File: src/rtl/dn_pkg.sv
// Shared types and target-index constants for the download/reset sequencer
// and the system port mapping.
package dn_pkg;

    typedef enum logic [1:0] {
        CLEAR,
        HOLD,
        RUN,
        LOAD
    } dn_state_t;

    localparam int unsigned TGT_PRG  = 0;
    localparam int unsigned TGT_CHR  = 1;
    localparam int unsigned TGT_SPR  = 2;
    localparam int unsigned TGT_PAL  = 3;
    localparam int unsigned TGT_TILE = 4;
    localparam int unsigned TGT_WRAM = 5;

endpackage

File: src/rtl/dn_clear_ctr.sv
// Work-RAM clear address counter and post-clear hold counter, each with a
// terminal-count flag for the sequencer FSM.
module dn_clear_ctr #(
    parameter int unsigned CLEAR_AW    = 12,
    parameter int unsigned HOLD_CYCLES = 16
) (
    input  logic                clk_sys,
    input  logic                reset,
    input  logic                clr_en,
    input  logic                clr_restart,
    input  logic                hold_en,
    input  logic                hold_restart,
    output logic [CLEAR_AW-1:0] clr_cnt,
    output logic                clr_done,
    output logic                hold_done
);

    localparam int unsigned HOLD_W = $clog2(HOLD_CYCLES + 1);

    logic [HOLD_W-1:0] hold_cnt;

    always_ff @(posedge clk_sys) begin
        if (reset || clr_restart) begin
            clr_cnt <= '0;
        end else if (clr_en) begin
            clr_cnt <= clr_cnt + 1'b1;
        end

        if (reset || hold_restart) begin
            hold_cnt <= '0;
        end else if (hold_en) begin
            hold_cnt <= hold_cnt + 1'b1;
        end
    end

    assign clr_done  = (clr_cnt == '1);
    assign hold_done = (hold_cnt == HOLD_W'(HOLD_CYCLES - 1));

endmodule

File: src/rtl/dn_sequencer.sv
// Routes ioctl download bytes to target RAMs, clears work RAM after reset and
// after each download, and holds the system in reset until memory is valid.
module dn_sequencer
    import dn_pkg::*;
#(
    parameter int unsigned ADDR_W      = 17,
    parameter int unsigned TARGETS     = 6,
    parameter int unsigned WRAM_TGT    = 5,
    parameter int unsigned CLEAR_AW    = 12,
    parameter int unsigned HOLD_CYCLES = 16
) (
    input  logic               clk_sys,
    input  logic               reset,
    input  logic               ioctl_download,
    input  logic               ioctl_wr,
    input  logic [24:0]        ioctl_addr,
    input  logic [7:0]         ioctl_dout,
    input  logic [7:0]         ioctl_index,
    output logic               ioctl_wait,
    input  logic               cpu_wr,
    input  logic [ADDR_W-1:0]  cpu_addr,
    input  logic [7:0]         cpu_dout,
    output logic               cpu_ack,
    output logic [ADDR_W-1:0]  mem_addr,
    output logic [7:0]         mem_din,
    output logic [TARGETS-1:0] mem_we,
    output logic               sys_reset,
    output logic               dn_err
);

    localparam logic [TARGETS-1:0] WRAM_WE = TARGETS'(1) << WRAM_TGT;

    dn_state_t           state;
    logic                dl_prev;
    logic [CLEAR_AW-1:0] clr_cnt;
    logic                clr_done;
    logic                hold_done;
    logic                byte_ok;

    assign byte_ok = (32'(ioctl_index) < TARGETS) && ((ioctl_addr >> ADDR_W) == '0);

    dn_clear_ctr #(
        .CLEAR_AW    (CLEAR_AW),
        .HOLD_CYCLES (HOLD_CYCLES)
    ) u_clear_ctr (
        .clk_sys      (clk_sys),
        .reset        (reset),
        .clr_en       (state == CLEAR),
        .clr_restart  (state == LOAD && !ioctl_download),
        .hold_en      (state == HOLD),
        .hold_restart (state != HOLD),
        .clr_cnt      (clr_cnt),
        .clr_done     (clr_done),
        .hold_done    (hold_done)
    );

    always_ff @(posedge clk_sys) begin
        if (reset) begin
            state      <= CLEAR;
            dl_prev    <= 1'b0;
            sys_reset  <= 1'b1;
            ioctl_wait <= 1'b1;
            mem_we     <= '0;
            mem_addr   <= '0;
            mem_din    <= '0;
            cpu_ack    <= 1'b0;
            dn_err     <= 1'b0;
        end else begin
            dl_prev    <= ioctl_download;
            mem_we     <= '0;
            cpu_ack    <= 1'b0;
            sys_reset  <= 1'b1;
            // Lags the state by one cycle so wait drops after the last clear write.
            ioctl_wait <= (state == CLEAR);

            if (ioctl_download && !dl_prev) begin
                dn_err <= 1'b0;
            end

            unique case (state)
                CLEAR: begin
                    mem_we   <= WRAM_WE;
                    mem_addr <= ADDR_W'(clr_cnt);
                    mem_din  <= '0;
                    if (clr_done) begin
                        state <= ioctl_download ? LOAD : HOLD;
                    end
                end
                HOLD: begin
                    if (ioctl_download) begin
                        state <= LOAD;
                    end else if (hold_done) begin
                        state <= RUN;
                    end
                end
                RUN: begin
                    if (ioctl_download) begin
                        state <= LOAD;
                    end else begin
                        sys_reset <= 1'b0;
                        if (cpu_wr) begin
                            mem_we   <= WRAM_WE;
                            mem_addr <= cpu_addr;
                            mem_din  <= cpu_dout;
                            cpu_ack  <= 1'b1;
                        end
                    end
                end
                LOAD: begin
                    if (ioctl_wr) begin
                        if (byte_ok) begin
                            mem_we   <= TARGETS'(1) << ioctl_index;
                            mem_addr <= ioctl_addr[ADDR_W-1:0];
                            mem_din  <= ioctl_dout;
                        end else begin
                            dn_err <= 1'b1;
                        end
                    end
                    if (!ioctl_download) begin
                        state <= CLEAR;
                    end
                end
                default: state <= CLEAR;
            endcase
        end
    end

endmodule
File: config.mk
export PLATFORM = sky130hd
export DESIGN_NAME = dn_sequencer
export DESIGN_NICKNAME = d
export VERILOG_FILES = /design/src/rtl/dn_pkg.sv /design/src/rtl/dn_clear_ctr.sv /design/src/rtl/dn_sequencer.sv
export SDC_FILE = /design/constraint.sdc
export NUM_CORES = 1
export LEC_CHECK = 0
export CORE_UTILIZATION = 47
export CTS_CLUSTER_DIAMETER = 200
export DETAILED_ROUTE_END_ITERATION = 12
export PLACE_DENSITY_LB_ADDON = 0.3
export SYNTH_ARGS = -nofsm -noshare
export SYNTH_HDL_FRONTEND = slang
export SYNTH_HIERARCHICAL = 1
export SYNTH_SLANG_ARGS = --single-unit
File: constraint.sdc
create_clock -name clk_sys -period 2.7 [get_ports clk_sys]
set_input_delay 0.81 -clock clk_sys [delete_from_list [all_inputs] [get_ports clk_sys]]
set_output_delay 0.81 -clock clk_sys [all_outputs]
set_load 0.02 [all_outputs]
* Word-level counts from Yosys, hierarchy flattened
Index checks and enable logic that the tools add are counted.
Storage, ports and cells: register bits after elaboration 55, logic and storage cells 72, input port bits 71, output and inout bits 35
Operators by class: $add $sub $neg 2, $lt $le $gt $ge 1, reduce and logical (&&, ||, !) cells 14, muxes and demuxes 28, bitwise gates (word level) 1, equal/unequal tests 14, shifts and indexed selects 1
Operator list (count):
- 17-bit two-way mux | 4
- 17-bit case mux with 3 select lines | 1
- 8-bit two-way mux | 4
- 25-bit logical NOT | 1
- 6-bit two-way mux | 4
- 8-bit case mux with 3 select lines | 1
- 6-bit case mux with 3 select lines | 1
- 2-bit inequality test (second input constant) | 7
- 12-bit by 1-bit adder with 12-bit output (second input constant) | 1
- 12-bit == test (second input constant) | 1
- 2-bit two-way mux | 6
- 8-bit by 3-bit less-than comparator with 1-bit output (second input constant) | 1
- 2-bit case mux with 4 select lines | 1
- 1-bit by 8-bit << shifter with 6-bit output (first input constant) | 1
- 1-bit two-way mux | 6
- 5-bit by 1-bit adder with 5-bit output (second input constant) | 1
- 5-bit by 4-bit == test with 1-bit output (second input constant) | 1
- 5-bit AND reduction | 1
- 2-bit == test (second input constant) | 2
- 4-bit AND reduction | 1
- 1-bit logical AND | 3
- 3-bit inequality test (second input constant) | 1
- 3-bit nonzero test | 1
- 3-bit OR reduction | 1
- 7 further kinds | 9

* Longest topological paths before layout
Gate-level depths: netlist (run 1).
depth after elaboration 6, gate-level depth with buffers 8, gate-level depth less buffers 7

* Hierarchy
The synthesis (run 1) kept the hierarchy.
By module, submodules not included:
- dn_sequencer | area an instance 1968.1 um^2, cells each 199, sequential area each 760.7 um^2, times used 1
- dn_clear_ctr | area an instance 782.0 um^2, cells each 87, sequential area each 340.3 um^2, times used 1

* Least setup slack after synthesis (run 1)
Ideal clock, no wire load.
path kind input port to flip-flop, start input ioctl_index[5], end register mem_addr[10], path buffers 3, required time 2554 ps, stages 7, slack 634 ps, data arrival time 1920 ps, setup time 146 ps, cell sequence nor4_4 > a41o_1 > buf_2 > and2_0 > buf_2 > buf_6 > a211oi_2
On the way: cells in the longest elaborated chain, start to end 4
RTL lines:
- start, declared | RTL line dn_sequencer.sv:18 | input logic [7:0] ioctl_index,
- 8-bit by 3-bit less-than comparator with 1-bit output | RTL line dn_sequencer.sv:40 | assign byte_ok = (32'(ioctl_index) < TARGETS) && ((ioctl_addr >> ADDR_W) == '0);
- 1-bit logical AND | RTL line dn_sequencer.sv:40
- 2-bit inequality test (no source line)
- 5-bit AND reduction (no source line)
- end signal, assigned | RTL line dn_sequencer.sv:83 | mem_addr <= ADDR_W'(clr_cnt);
- end signal, assigned | RTL line dn_sequencer.sv:103 | mem_addr <= cpu_addr;
- end signal, assigned | RTL line dn_sequencer.sv:113 | mem_addr <= ioctl_addr[ADDR_W-1:0];
- end, declared | RTL line dn_sequencer.sv:24 | output logic [ADDR_W-1:0] mem_addr,
No other way between the ends. A chain may end at the register's enable or synchronous reset.

* Worst setup path after layout (run 1)
start input ioctl_index[7], end register mem_we[5]
On the way: cells in the longest elaborated chain, start to end 5, elaborated cells on any way between the ends 6, those cells by class order compare: 1; shift: 1; mux: 3; reduce/logical: 1
RTL lines:
- 8-bit by 3-bit less-than comparator with 1-bit output | RTL line dn_sequencer.sv:40
- 1-bit logical AND | RTL line dn_sequencer.sv:40
- 6-bit two-way mux * | RTL line dn_sequencer.sv:111 | if (byte_ok) begin
- 6-bit two-way mux * | RTL line dn_sequencer.sv:110 | if (ioctl_wr) begin
- 6-bit case mux with 3 select lines * | RTL line dn_sequencer.sv:80 | unique case (state)
- end signal, assigned | RTL line dn_sequencer.sv:112 | mem_we <= TARGETS'(1) << ioctl_index;
- end, declared | RTL line dn_sequencer.sv:26 | output logic [TARGETS-1:0] mem_we,
Every way passes the cells marked *; elsewhere a longest branch is shown, timed or not.

==> impl_metrics.toml, run 1 <==
[cells_and_area]
fillers = 442
layout_commonest_cell = "clkdlybuf4s50_1"
drive_above_1_share_pct = 13.0
post-route-util_pct = 70.3
diodes = 0
fin_nets = 464
synthToLayoutAreaGrowth_pct = 42.4
layout_common_cells = "clkdlybuf4s50_1, dfxtp_1, a21oi_1, a211oi_2, inv_1"

[worst_setup_path]
r2r-start = "state[0]"
cp-start-kind = "primary input"
worstPathArrival_ns = 2.48
r2r-end = "mem_din[3]"
critPathRequiredTime_ns = 2.92
crit_path_max_fanout = 4
ff2ff_path_depth = 6
critPathCaptureType = "flip-flop"
reg2reg_slack_ns = 0.59
worstSetupPathType = "primary input to flip-flop"

[grt]
grt_max_degree = 36
grt_pass1_wl_mm = 11.7
met1_usage_pct = 31.5
grt.met3_usage_pct = 7.33
track_usage_pct = 24.2
busiest_layer = "met2"
antenna_found_initial = 0
grt_pass1_vias = 2446
grt_use_met2_pct = 38.0
overflow = 0

[synth]
yosysSeqAreaShare_pct = 40.0
synth-edff-count = 0
syn_area_mm2 = 0.00275
synthArstFlopShare_pct = 0
avgSynthCellArea_um2 = 9.62
yosysWarnings = 6
syn_nets = 365
ys_ff_latch = 55
ys_types = 44
syn_inst = 286
ys.flop_type = "dfxtp_1"

[clocking]
cts_buffers = 5
clock_sinks = 55
cts_tree = "yes"
cts_root_buf = "clkbuf_8"
cts.clk_slew.worst_paths_ns = 0.09
cts_resized = 0
htree_levels = 2
insertion_delay_ns = 0.31
clk_path_buf_depth = 2
cts_setup_buffers = 0
ctsHoldBuffers = 0

[routing]
drt-pass1-iter-count = 4
wl_per_cell_um = 15.7
drc = 0
drt-initial-drc-count = 138
wirelength_mm = 7.17
vias = 2604
final_antenna_net_count = 0
vias_per_cell = 5.69

[power]
p_leak_nw = 1.37
power.density_mw_per_mm2 = 988
peakVddDrop_mv = 0.639

[timing]
skew_ns = 0.0116
maxSlewViolCount = 0
worstMarginPinSlew_ns = 0.628
fin_hold_ws_ns = 0.512
rsz0062_at_grt = "no"
clock.fmax_mhz = 443
layout_min_cycle_time_ns = 2.26
hold_viol = 0
setup_tns_ns = 0
fin_crit_sh_pct = 83.6
setup_violations = 0
slew_headroom_pct = 58.1

[floorplan]
ios = 106
start_util_pct = 49.3
core_mm2 = 0.00557
die_width_um = 78.5
die_area_mm2 = 0.00616
rows = 27
die_h_um = 78.5

[placement]
io_buffers = 105
dp_hpwl_mm = 5.23
gp_congestion = 0.782

[worst_hold_path]
hold_depth = 2
hp-start = "dn_err"
worstHoldPathType = "flip-flop to flip-flop"
holdPathEnd = "dn_err"

[status]
status = "completed"

[flow_run]
maxCapViolCount = 0
synthesized netlist by cell type, types with 2 or more instances:
cell type | count | area, um^2
a211oi_1 | 6 | 45.0
a211oi_2 | 21 | 263
a21oi_1 | 44 | 220
a221oi_1 | 2 | 17.5
a22o_1 | 12 | 105
a22oi_1 | 13 | 97.6
buf_1 | 3 | 11.3
buf_2 | 7 | 35.0
buf_6 | 3 | 33.8
clkbuf_1 | 7 | 26.3
clkbuf_8 | 2 | 27.5
dfxtp_1 | 55 | 1100
ha_1 | 8 | 100
inv_1 | 14 | 52.6
mux2i_1 | 2 | 20.0
nand2_1 | 5 | 18.8
nand2b_1 | 2 | 12.5
nand3_1 | 6 | 30.0
nand4_1 | 5 | 31.3
nand4_2 | 2 | 25.0
nor2_1 | 12 | 45.0
nor3_1 | 12 | 60.1
nor4_4 | 2 | 42.5
o21ai_0 | 6 | 30.0
o31ai_1 | 4 | 30.0
or2_2 | 2 | 12.5
or3_1 | 2 | 12.5
or3_2 | 2 | 15.0
or4_1 | 5 | 37.5
xnor2_1 | 2 | 17.5
xor2_1 | 5 | 43.8
layout make-up:
cell class	instances	area [um^2]	area share, %
Timing Repair Buffer	114	1130	28.7
Tap cell	72	90.1	2.30
Multi-Input combinational cell	195	1460	37.3
Sequential cell	55	1100	28.1
Clock inverter	2	12.5	0.319
Inverter	14	52.6	1.34
Clock buffer	6	72.6	1.85
sequential cells by signal, summed over array words and instances (netlist names):
signal	flops
mem_we	6
ioctl_wait	1
sys_reset	1
mem_din	8
state	2
mem_addr	17
dl_prev	1
u_clear_ctr/clr_cnt	12
u_clear_ctr/hold_cnt	5
cpu_ack	1
dn_err	1
worst max path at each step:
| stage | from | end | slack, ns | cells after the start |
|---|---|---|---|---|
| final | ioctl_index[7] | mem_we[5] | 0.44 | 5 |
| after global routing | state[0] | state[0] | 0.37 | 5 |
| after CTS | ioctl_index[7] | mem_we[5] | 0.45 | 5 |
| after detailed placement | ioctl_index[7] | mem_we[5] | 0.14 | 5 |
| after global placement | ioctl_index[7] | mem_we[5] | 0.16 | 5 |
| after floorplan | ioctl_index[5] | mem_addr[10] | 0.63 | 7 |
logic make-up after synthesis:
logic type | count (synthesis) | share of synthesized area (%)
compound gates | 113 | 31.8
flops | 55 | 40.0
fa+ha+maj | 8 | 3.64
xor+xnor | 7 | 2.23
mux | 3 | 1.14
simple gates | 64 | 14.4
buf+inv | 36 | 6.78
critical path, stage by stage:
cell and delay, ns:
clkdlybuf4s50_1 0.44, nor4_4 0.32, nand4_2 0.17, or4_1 0.51
a221oi_2 0.22
through the flow:
step / total power, mW / setup slack (ns) / cells / area [um^2]
CTS: 3.89 / 0.449 / 458 / 3920
global placement: 3.38 / 0.159 / 450 / 3830
detailed placement: 3.44 / 0.140 / 450 / 3830
floorplan: 2.67 / 0.634 / 286 / 2750
global route: 4.10 / 0.374 / 458 / 3920
finish: 3.87 / 0.443 / 458 / 3920
where the power goes:
| part | internal, mW | switching (mW) | total, mW | leakage [nW] |
|---|---|---|---|---|
| combinational | 1.01 | 1.21 | 2.22 | 0.880 |
| clock | 0.182 | 0.262 | 0.444 | 0.0412 |
| sequential | 1.05 | 0.154 | 1.20 | 0.447 |
layer usage:
layer / routed length [um] / vias up
li1: - / 1276
met3: 496 / 9
met2: 3330 / 85
met1: 3250 / 1234
met4: 98 / 0
met5: 0 / -
Power figures use the tool's default switching activity.
==> run 2, diff against run 1 <==
--- a/config.mk
+++ b/config.mk
@@ -5,7 +5,7 @@
 export SDC_FILE = /design/constraint.sdc
 export NUM_CORES = 1
 export LEC_CHECK = 0
-export CORE_UTILIZATION = 47
+export CORE_UTILIZATION = 44
 export CTS_CLUSTER_DIAMETER = 200
 export DETAILED_ROUTE_END_ITERATION = 12
 export PLACE_DENSITY_LB_ADDON = 0.3
==> constraint.sdc (replaced) <==
create_clock -name clk_sys -period 2.1 [get_ports clk_sys]
set_input_delay 0.63 -clock clk_sys [delete_from_list [all_inputs] [get_ports clk_sys]]
set_output_delay 0.63 -clock clk_sys [all_outputs]
set_load 0.02 [all_outputs]
==> impl_metrics.toml, run 2 (synthesis results as in run 1) <==
[routing]
final_antenna_net_count = 0
vias_per_cell = 5.64
wirelength_mm = 7.65
drc = 0
vias = 2694
wl_per_cell_um = 16.0
drt-initial-drc-count = 137
drt-pass1-iter-count = 5

[worst_setup_path]
worstPathArrival_ns = 2.26
cp_num_buf_inv = 1
critPathCaptureType = "flip-flop"
crit_chain = "clkdlybuf4s50_1 > a211oi_2 > nand4_2 > or4_4 > a221oi_2"
cp_top_family = "simple AND/OR/NAND/NOR gates"
cp-start-kind = "primary input"
worstSetupPathType = "primary input to flip-flop"
crit_slowest_cell = "or4_4"
crit_path_max_fanout = 4
critical_path.max_stage_delay_ns = 0.56
critPathRequiredTime_ns = 2.32

[grt]
track_usage_pct = 23.5
overflow = 0
antenna_found_initial = 0
grt_pass1_wl_mm = 11.7
grt_max_degree = 37
grt_pass1_vias = 2531

[floorplan]
rows = 28
start_util_pct = 45.9
core_mm2 = 0.00599
ios = 106
die_width_um = 81.1
die_h_um = 81.1
die_area_mm2 = 0.00657

[cells_and_area]
layout_common_cells = "clkdlybuf4s50_1, dfxtp_1, a21oi_1, buf_4, a211oi_2"
synthToLayoutAreaGrowth_pct = 49.2
fin_area_mm2 = 0.00410
fin_nets = 483
top_regs = "mem_addr x17, u_clear_ctr/clr_cnt x12, mem_din x8"
fillers = 487
largest_register = "mem_addr"
largest_reg_flops = 17
layout_commonest_cell = "clkdlybuf4s50_1"
diodes = 0
drive_above_1_share_pct = 18.1

[worst_hold_path]
worstHoldPathType = "flip-flop to flip-flop"

[power]
pwr-share-clk_pct = 10.6
peakVddDrop_mv = 0.998
p_leak_nw = 1.55
comb_power_share_pct = 58.7
switching_share_pct = 41.7
power.density_mw_per_mm2 = 1230
power.switching_mw = 2.11
fin_total_pwr_mw = 5.07
seqPwrFrac_pct = 30.6
internal_power_mw = 2.95

[flow_run]
maxCapViolCount = 0

[timing]
slew_headroom_pct = 68.2
layout_min_cycle_time_ns = 2.05
hold_viol = 0
fin_hold_ws_ns = 0.490
setup_violations = 0
fin_crit_sh_pct = 97.4
clock.fmax_mhz = 489
worstMarginPinSlew_ns = 0.472
maxSlewViolCount = 0
skew_ns = 0.00545

[clocking]
cts_root_buf = "clkbuf_8"
htree_levels = 2
clk_path_buf_depth = 2
insertion_delay_ns = 0.30
clock_sinks = 55
cts_buffers = 5
ctsHoldBuffers = 0
cts.clk_slew.worst_paths_ns = 0.09
cts_tree = "yes"

[status]
status = "completed"

[placement]
io_buffers = 105
placed_area_mm2 = 0.00396
gp_congestion = 0.864
dp_hpwl_mm = 5.71
==> run 2: cell types whose count changed in the layout (fill, tap and decap cells not counted), sizes merged <==
cell / previous run / this run
clkdlybuf4s50: 104 / 94
buf: 10 / 29
clkinv: 1 / 0
clkbuf: 6 / 5
dlymetal6s2s: 0 / 10
==> run 2: cell type report <==
| type | count | area [um^2] | area share, % |
|---|---|---|---|
| clock inverters | 1 | 7.51 | 0.183 |
| well taps | 75 | 93.8 | 2.29 |
| flip-flops and latches | 55 | 1100 | 26.8 |
| repair buffers | 133 | 1290 | 31.5 |
| multi-input cells | 195 | 1490 | 36.2 |
| clock buffers | 5 | 68.8 | 1.68 |
| inverters | 14 | 52.6 | 1.28 |
==> run 2: layer usage <==
layer	routed length (um)	global-route usage (%)
met1	3260	30.2
met2	3630	37.6
met3	571	4.94
met4	185	10.4
met5	0	0
==> run 2: worst paths after layout <==
check	startpoint	endpoint	slack [ns]	depth (start not counted)
worst min register to register	dn_err	dn_err	0.49	2
worst min-delay path	dn_err	dn_err	0.49	2
worst max register to register	state[0]	mem_addr[8]	0.13	6
worst max-delay path	ioctl_index[4]	mem_we[5]	0.05	5
==> run 2: power groups by stage <==
stage	clock [mW]	combinational, mW	sequential (mW)
CTS	0.554	2.99	1.55
global placement	0	2.91	1.56
finish	0.540	2.98	1.55
floorplan	0	1.58	1.85
detailed placement	0	2.98	1.57
global route	0.604	3.19	1.59
==> run 2: metrics by stage <==
| step | setup TNS (ns) | utilization (%) | setup WS [ns] | cells |
|---|---|---|---|---|
| 2_1_floorplan | 0 | - | 0.214 | 286 |
| 3_5_place_dp | -7.69 | 66.0 | -0.334 | 469 |
| 5_1_grt | -0.0253 | 68.5 | -0.0253 | 478 |
| 6_report | 0 | 68.5 | 0.0547 | 478 |
| 4_1_cts | -0.00175 | 67.6 | -0.00175 | 476 |
| 3_3_place_gp | -6.49 | 66.0 | -0.265 | 469 |
==> run 2: worst reg2reg max path, cell delays in order (launching register included) <==
cell	delay (ns)
dfxtp_1	0.46
inv_1	0.15
ha_1	0.31
a221oi_4	0.32
buf_4	0.31
a21oi_1	0.14
a211oi_2	0.21
==> run 2: repair_timing <==
item / 4_1_cts / 5_1_grt
pin swaps: 1 / 7
resized for setup: 2 / 13
setup buffers: 1 / 2
endpoints found under the setup margin: 2 / 11
